$ cat src/rtl/zx_ram_arbiter_pkg.sv
// Shared types for the Spectrum SDRAM port arbiter: FSM states and channel-index sizing.
package zx_mem_pkg;

    typedef enum logic [1:0] {
        IDLE,
        ISSUE,
        WAIT,
        DONE
    } arb_state_e;

    localparam int ARB_MAX_CH = 8;

    // Width of a channel index / round-robin pointer; never narrower than one bit.
    function automatic int clog2_ch(input int n);
        return (n <= 2) ? 1 : $clog2(n);
    endfunction

endpackage

$ cat src/rtl/zx_ram_arbiter_if.sv
// Master-side request/grant bundle plus the single SDRAM port of the arbiter.
interface zx_ram_arbiter_if #(
    parameter int NCH = 4,
    parameter int AW  = 25,
    parameter int DW  = 8
);
    logic              rr_mode;
    logic [NCH-1:0]    lock;
    logic [NCH-1:0]    req;
    logic [NCH-1:0]    we;
    logic [NCH*AW-1:0] addr;
    logic [NCH*DW-1:0] din;
    logic [NCH-1:0]    gnt;
    logic [NCH-1:0]    ack;
    logic [DW-1:0]     dout;
    logic [AW-1:0]     mem_addr;
    logic [DW-1:0]     mem_din;
    logic              mem_we;
    logic              mem_rd;
    logic [DW-1:0]     mem_dout;
    logic              mem_ack;
    logic              busy;

    modport master (
        output rr_mode, lock, req, we, addr, din, mem_dout, mem_ack,
        input  gnt, ack, dout, mem_addr, mem_din, mem_we, mem_rd, busy
    );

    modport slave (
        input  rr_mode, lock, req, we, addr, din, mem_dout, mem_ack,
        output gnt, ack, dout, mem_addr, mem_din, mem_we, mem_rd, busy
    );
endinterface

$ cat src/rtl/zx_ram_arbiter_rr_pick.sv
// Combinational winner select: locked requesters first, then fixed or round-robin order.
// Zero latency; no state, no backpressure.
module arb_rr_pick
    import zx_mem_pkg::*;
#(
    parameter int NCH = 4,
    localparam int PW = clog2_ch(NCH)
) (
    input  logic [NCH-1:0] req,
    input  logic [NCH-1:0] lock,
    input  logic [PW-1:0]  ptr,
    input  logic           rr,
    output logic           valid,
    output logic [PW-1:0]  idx
);

    logic [NCH-1:0] locked;
    logic           found;

    assign locked = req & lock;

    always_comb begin
        valid = |req;
        idx   = '0;
        found = 1'b0;
        if (|locked) begin
            for (int i = 0; i < NCH; i++) begin
                if (!found && locked[i]) begin
                    idx   = PW'(i);
                    found = 1'b1;
                end
            end
        end else if (!rr) begin
            for (int i = 0; i < NCH; i++) begin
                if (!found && req[i]) begin
                    idx   = PW'(i);
                    found = 1'b1;
                end
            end
        end else begin
            // Scan starts at ptr and wraps, so the last served channel goes to the back.
            for (int i = 0; i < NCH; i++) begin
                if (!found && req[(int'(ptr) + i) % NCH]) begin
                    idx   = PW'((int'(ptr) + i) % NCH);
                    found = 1'b1;
                end
            end
        end
    end

endmodule

$ cat src/rtl/zx_ram_arbiter.sv
// N-channel request/grant/ack arbiter onto the 8-bit SDRAM port; latency 3+k cycles (k = strobe to mem_ack).
// Masters hold req until their ack; the memory paces the arbiter through mem_ack.
module zx_ram_arbiter
    import zx_mem_pkg::*;
#(
    parameter int NCH        = 4,
    parameter int AW         = 25,
    parameter int DW         = 8,
    parameter bit RR_DEFAULT = 1'b0
) (
    input  logic            clk_sys,
    input  logic            cold_reset,
    zx_ram_arbiter_if.slave bus
);

    localparam int PW = clog2_ch(NCH > ARB_MAX_CH ? ARB_MAX_CH : NCH);
    localparam logic [NCH-1:0] GNT_ONE = NCH'(1);

    arb_state_e     state;
    logic [PW-1:0]  win;
    logic [PW-1:0]  rr_ptr;
    logic           h_we;
    logic           h_lock;
    logic           mode_q;
    logic [NCH-1:0] gnt_r;
    logic [NCH-1:0] ack_r;
    logic           mem_we_r;
    logic           mem_rd_r;
    logic           busy_r;
    logic [AW-1:0]  mem_addr_r;
    logic [DW-1:0]  mem_din_r;
    logic [DW-1:0]  dout_r;

    logic           pick_vld;
    logic [PW-1:0]  pick_idx;

    arb_rr_pick #(.NCH(NCH)) u_pick (
        .req   (bus.req),
        .lock  (bus.lock),
        .ptr   (rr_ptr),
        .rr    (bus.rr_mode),
        .valid (pick_vld),
        .idx   (pick_idx)
    );

    always_ff @(posedge clk_sys or posedge cold_reset) begin
        if (cold_reset) begin
            state      <= IDLE;
            win        <= '0;
            rr_ptr     <= '0;
            h_we       <= 1'b0;
            h_lock     <= 1'b0;
            mode_q     <= RR_DEFAULT;
            gnt_r      <= '0;
            ack_r      <= '0;
            mem_we_r   <= 1'b0;
            mem_rd_r   <= 1'b0;
            busy_r     <= 1'b0;
            mem_addr_r <= '0;
            mem_din_r  <= '0;
            dout_r     <= '0;
        end else begin
            case (state)
                IDLE: begin
                    mode_q <= bus.rr_mode;
                    if (pick_vld) begin
                        // mem_addr/mem_din double as the holding registers for the transaction.
                        win        <= pick_idx;
                        h_we       <= bus.we[pick_idx];
                        h_lock     <= bus.lock[pick_idx];
                        mem_addr_r <= bus.addr[int'(pick_idx)*AW +: AW];
                        mem_din_r  <= bus.din[int'(pick_idx)*DW +: DW];
                        gnt_r      <= GNT_ONE << pick_idx;
                        mem_we_r   <= bus.we[pick_idx];
                        mem_rd_r   <= !bus.we[pick_idx];
                        busy_r     <= 1'b1;
                        state      <= ISSUE;
                    end
                end
                ISSUE: begin
                    mem_we_r <= 1'b0;
                    mem_rd_r <= 1'b0;
                    state    <= WAIT;
                end
                WAIT: begin
                    if (bus.mem_ack) begin
                        if (!h_we) dout_r <= bus.mem_dout;
                        ack_r <= gnt_r;
                        state <= DONE;
                    end
                end
                DONE: begin
                    ack_r  <= '0;
                    gnt_r  <= '0;
                    busy_r <= 1'b0;
                    // Locked (DMA-style) wins must not disturb fairness among the others.
                    if (mode_q && !h_lock)
                        rr_ptr <= (win == PW'(NCH-1)) ? '0 : win + 1'b1;
                    state  <= IDLE;
                end
                default: state <= IDLE;
            endcase
        end
    end

    assign bus.gnt      = gnt_r;
    assign bus.ack      = ack_r;
    assign bus.dout     = dout_r;
    assign bus.mem_addr = mem_addr_r;
    assign bus.mem_din  = mem_din_r;
    assign bus.mem_we   = mem_we_r;
    assign bus.mem_rd   = mem_rd_r;
    assign bus.busy     = busy_r;

endmodule

$ cat src/flat_wrapper.sv
// flat-port wrapper written by rule: the top's interface ports become plain ports
module zx_ram_arbiter_flat import zx_mem_pkg::*;
#(
    parameter int NCH        = 4,
    parameter int AW         = 25,
    parameter int DW         = 8,
    parameter bit RR_DEFAULT = 1'b0
)
  (clk_sys, cold_reset, bus_rr_mode, bus_lock, bus_req, bus_we, bus_addr, bus_din, bus_mem_dout, bus_mem_ack, bus_gnt, bus_ack, bus_dout, bus_mem_addr, bus_mem_din, bus_mem_we, bus_mem_rd, bus_busy);
  zx_ram_arbiter_if #(.NCH(NCH), .AW(AW), .DW(DW)) bus_i ();
  input  logic clk_sys;
  input  logic cold_reset;
  input wire logic [$bits(bus_i.rr_mode)-1:0] bus_rr_mode;
  input wire logic [$bits(bus_i.lock)-1:0] bus_lock;
  input wire logic [$bits(bus_i.req)-1:0] bus_req;
  input wire logic [$bits(bus_i.we)-1:0] bus_we;
  input wire logic [$bits(bus_i.addr)-1:0] bus_addr;
  input wire logic [$bits(bus_i.din)-1:0] bus_din;
  input wire logic [$bits(bus_i.mem_dout)-1:0] bus_mem_dout;
  input wire logic [$bits(bus_i.mem_ack)-1:0] bus_mem_ack;
  output wire logic [$bits(bus_i.gnt)-1:0] bus_gnt;
  output wire logic [$bits(bus_i.ack)-1:0] bus_ack;
  output wire logic [$bits(bus_i.dout)-1:0] bus_dout;
  output wire logic [$bits(bus_i.mem_addr)-1:0] bus_mem_addr;
  output wire logic [$bits(bus_i.mem_din)-1:0] bus_mem_din;
  output wire logic [$bits(bus_i.mem_we)-1:0] bus_mem_we;
  output wire logic [$bits(bus_i.mem_rd)-1:0] bus_mem_rd;
  output wire logic [$bits(bus_i.busy)-1:0] bus_busy;
  assign bus_i.rr_mode = bus_rr_mode;
  assign bus_i.lock = bus_lock;
  assign bus_i.req = bus_req;
  assign bus_i.we = bus_we;
  assign bus_i.addr = bus_addr;
  assign bus_i.din = bus_din;
  assign bus_i.mem_dout = bus_mem_dout;
  assign bus_i.mem_ack = bus_mem_ack;
  assign bus_gnt = bus_i.gnt;
  assign bus_ack = bus_i.ack;
  assign bus_dout = bus_i.dout;
  assign bus_mem_addr = bus_i.mem_addr;
  assign bus_mem_din = bus_i.mem_din;
  assign bus_mem_we = bus_i.mem_we;
  assign bus_mem_rd = bus_i.mem_rd;
  assign bus_busy = bus_i.busy;
  zx_ram_arbiter #(.NCH(NCH), .AW(AW), .DW(DW), .RR_DEFAULT(RR_DEFAULT)) u_core (.clk_sys(clk_sys), .cold_reset(cold_reset), .bus(bus_i));
endmodule
$ cat config.mk
export PLATFORM = sky130hd
export DESIGN_NAME = zx_ram_arbiter_flat
export DESIGN_NICKNAME = d
export VERILOG_FILES = /design/src/rtl/zx_ram_arbiter_pkg.sv /design/src/rtl/zx_ram_arbiter_if.sv /design/src/rtl/zx_ram_arbiter_rr_pick.sv /design/src/rtl/zx_ram_arbiter.sv /design/src/flat_wrapper.sv
export SDC_FILE = /design/constraint.sdc
export NUM_CORES = 1
export LEC_CHECK = 0
export ABC_AREA = 1
export BUFFER_PORTS_ARGS = -buffer_cell sky130_fd_sc_hd__buf_2
export CAP_MARGIN = 20
export CELL_PAD_IN_SITES_DETAIL_PLACEMENT = 1
export CELL_PAD_IN_SITES_GLOBAL_PLACEMENT = 1
export CORE_ASPECT_RATIO = 1.2
export CORE_MARGIN = 2
export CORE_UTILIZATION = 28
export DETAILED_ROUTE_END_ITERATION = 10
export PLACE_DENSITY_LB_ADDON = 0.1
export SLEW_MARGIN = 0
export SYNTH_ARGS = -nofsm -noshare
export SYNTH_HDL_FRONTEND = slang
export SYNTH_SLANG_ARGS = --single-unit
$ cat constraint.sdc
create_clock -name clk_sys -period 2.3 [get_ports clk_sys]
set_clock_uncertainty 0.2 [all_clocks]
set_input_delay 0.575 -clock clk_sys [delete_from_list [all_inputs] [get_ports clk_sys]]
set_output_delay 0.575 -clock clk_sys [all_outputs]
set_load 0.05 [all_outputs]
==> flow_summary.yaml <==
synth:
  synth-xor-area-share: 0
  synthAdderAreaFrac: 0.0181
  synth_compound_area_frac: 0.0458
  synth_cells: 655
  synthesis.area_mm2: 0.00415
  yosysSeqAreaShare: 0.367
  yosysUniqueCellTypes: 33
  synth_top_family_by_area: "simple AND/OR/NAND/NOR gates"
  syn_nets: 817
  yosys.area_share.simple: 0.469
  synth_seq_cells: 61
  ys_warn_count: 0
  syn_area_per_cell_um2: 6.34
  synth_mux_area_frac: 0.0217
die:
  core-area_mm2: 0.0145
  die-height_um: 137
  num_rows: 48
  pin_count: 208
  start_util: 0.287
  die_x_um: 115
  dieArea_mm2: 0.0158
cts:
  cts_buffer_depth: 2
  cts_made_buffers: 9
  clock_sinks: 61
  tritoncts: "built"
  htree_levels: 3
  path_clk_slew_ps: 60
  clock_latency_ps: 320
  ctsHoldBuffers: 0
  clock-root-buffer: "clkbuf_16"
placed_design:
  portBuffers: 207
  dp.final_hpwl_mm: 11.9
  gp_congestion: 0.826
  dp_slack_ps: -295
power:
  cellPowerDensity_mw_per_mm2: 1260
  leakagePower_nw: 3.83
  peakVddDrop_v: 0.000486
drt:
  wl_met2_mm: 8.54
  dr.pass1.iters: 4
  ant_nets: 0
  wl_met3_um: 755
  wl_mm: 16.2
  detail_route.wl_per_cell_um: 14.6
  vias_per_cell: 4.53
  drtIter0Drc: 174
  wl_met1_mm: 6.51
  vias: 5018
  route.detailed.drc: 0
  routed.top_layer: "met4"
outcome:
  status: "complete, but fails checks"
  violations: "setup timing"
setup_path:
  crit_chain: "buf_2 -> nand2_2 -> nand2_4 -> nand2_2 -> nand2_4 -> nor2_4 -> nand4_1 -> nand3_2 -> nand2_2 -> nand2_4 -> nand2_8 -> buf_12 -> clkbuf_16 -> nand2_1 -> nand2_1 -> nand2_1 -> nand2_1 -> nand2_1 -> nand2_1"
  worstReg2RegStart: "u_core.rr_ptr[0]"
  cp_num_buf_inv: 3
  endpoint_kind: "flip-flop"
  startpoint: "u_core.rr_ptr[0]"
  cp_max_fo: 12
  cp-start-kind: "flip-flop"
  crit_type: "flip-flop to flip-flop"
  max_stage_delay_ps: 420
  cpMostUsedCell: "nand2_1"
  worst_path_dominant_cell_family: "simple AND/OR/NAND/NOR gates"
  cp.required_ps: 2310
  arrival_ps: 2450
  cpMaxStageDelayCell: "dfrtp_2"
cells_and_area:
  final_util: 0.449
  multiInputGateArea_mm2: 0.00254
  final_cell_mix: "nand2_1 (389), buf_2 (208), dfrtp_1 (59)"
  area_delta_synth_final_pct: 56.3
  n_fill_cell: 1938
  drive_gt1_frac: 0.421
  final_nets: 1063
  final_common_cell: "nand2_1"
  seq_area_mm2: 0.00153
sta:
  finalHoldViolations: 0
  holdWs_ps: 83.1
  relSlewSlack: 0.614
  setup_slack_ps: -137
  slew_viol_final: 0
  period_minus_slack_ps: 2440
  setup_viol: 38
  clock.fmax_ghz: 0.410
  grt_setup_unrepaired: "yes"
  setup_tns_ps: -3720
  fin_crit_sh: 1.06
  tightestPinTransition_ps: 574
min_path:
  hp-class: "input pin to asynchronous set/reset pin"
global_routing:
  grt_pass1_vias: 5187
  grt.total_usage: 0.194
  grt_pass1_wl_mm: 24.3
  globalRouteOverflowTotal: 0
  grt_max_degree: 47
  antenna_found_initial: 1
run:
  maxCapViolCount: 0
[sequential cells by signal (all words and copies together), names as in the netlist]
name                 cells
u_core.bus.busy          1
u_core.win               2
u_core.h_lock            1
u_core.bus.ack           4
u_core.bus.dout          8
u_core.bus.mem_we        1
u_core.bus.mem_din       8
u_core.bus.gnt           4
u_core.bus.mem_rd        1
u_core.rr_ptr            2
u_core.h_we              1
u_core.state             2
u_core.mode_q            1
u_core.bus.mem_addr     25
[Yosys cell counts (all sizes together)]
cell	number	area share
mux2	8	0.022
a31oi	1	0.0015
nand3	10	0.013
clkinv	1	0.00090
a211oi	1	0.0018
o21bai	1	0.0018
o21ai	15	0.019
nor2	6	0.0072
dfrtp	61	0.37
a21oi	3	0.0036
a31o	1	0.0021
nor3	2	0.0024
o21a	1	0.0018
ha	6	0.018
buf	24	0.041
inv	32	0.031
clkbuf	6	0.0054
or2	1	0.0015
a41oi	1	0.0021
nand4	5	0.0075
o22ai	8	0.012
nand2	461	0.44
[per-stage QoR]
step | instance area (µm²) | power [mW] | instances
after floorplan | 4150 | 4.98 | 655
after global placement | 5630 | 6.20 | 1071
after detailed placement | 5630 | 6.31 | 1071
after CTS | 6130 | 7.94 | 1097
after global routing | 6490 | 8.76 | 1107
final | 6490 | 8.17 | 1107
[final cells by class]
class,count,share of cell area
Timing Repair inverter,1,0.00135
Timing Repair Buffer,264,0.264
Sequential cell,61,0.235
Clock buffer,9,0.0347
Inverter,33,0.0229
Multi-Input combinational cell,531,0.391
Clock inverter,7,0.0116
Antenna cell,1,0.000385
Tap cell,200,0.0385
[where the power goes]
group	internal, mW	switching [mW]
Clock	0.843	0.509
Sequential	1.57	0.267
Combinational	1.56	3.42
Total	3.97	4.20
[routing by layer]
metal  global-route usage  vias to the layer above
met5                    0                        -
met4               0.0696                        0
met3               0.0348                       21
met2                0.371                      128
met1                0.213                     2376
li1                     -                     2493
[what timing repair did]
| item | CTS | global route |
|---|---|---|
| setup buffers | 9 | 3 |
| pin swaps | 0 | 25 |
| cloned | 1 | 7 |
| resized for setup | 30 | 66 |
| endpoints found under the setup margin | 38 | 42 |
[worst paths after layout]
| kind | endpoint | slack (ps) | cells past startpoint |
|---|---|---|---|
| max in group asynchronous | u_core.bus.mem_addr[10] | 1310 | 3 |
| min in group clk_sys | u_core.bus.mem_din[7] | 280 | 2 |
| max | u_core.bus.mem_addr[11] | -140 | 19 |
| max reg2reg | u_core.bus.mem_addr[11] | -140 | 19 |
| min | u_core.bus.mem_addr[6] | 80 | 2 |
| min reg2reg | u_core.bus.mem_din[7] | 280 | 2 |
[kinds of logic (layout without fill, tap and decap cells)]
| family | count (synthesis) | after routing |
|---|---|---|
| simple gates | 485 | 485 |
| buf+inv | 63 | 314 |
| flops | 61 | 61 |
| compound gates | 32 | 32 |
| mux | 8 | 8 |
| fa+ha+maj | 6 | 6 |
| other cells | 0 | 1 |
Note: power is estimated with default switching activity, not from simulation.
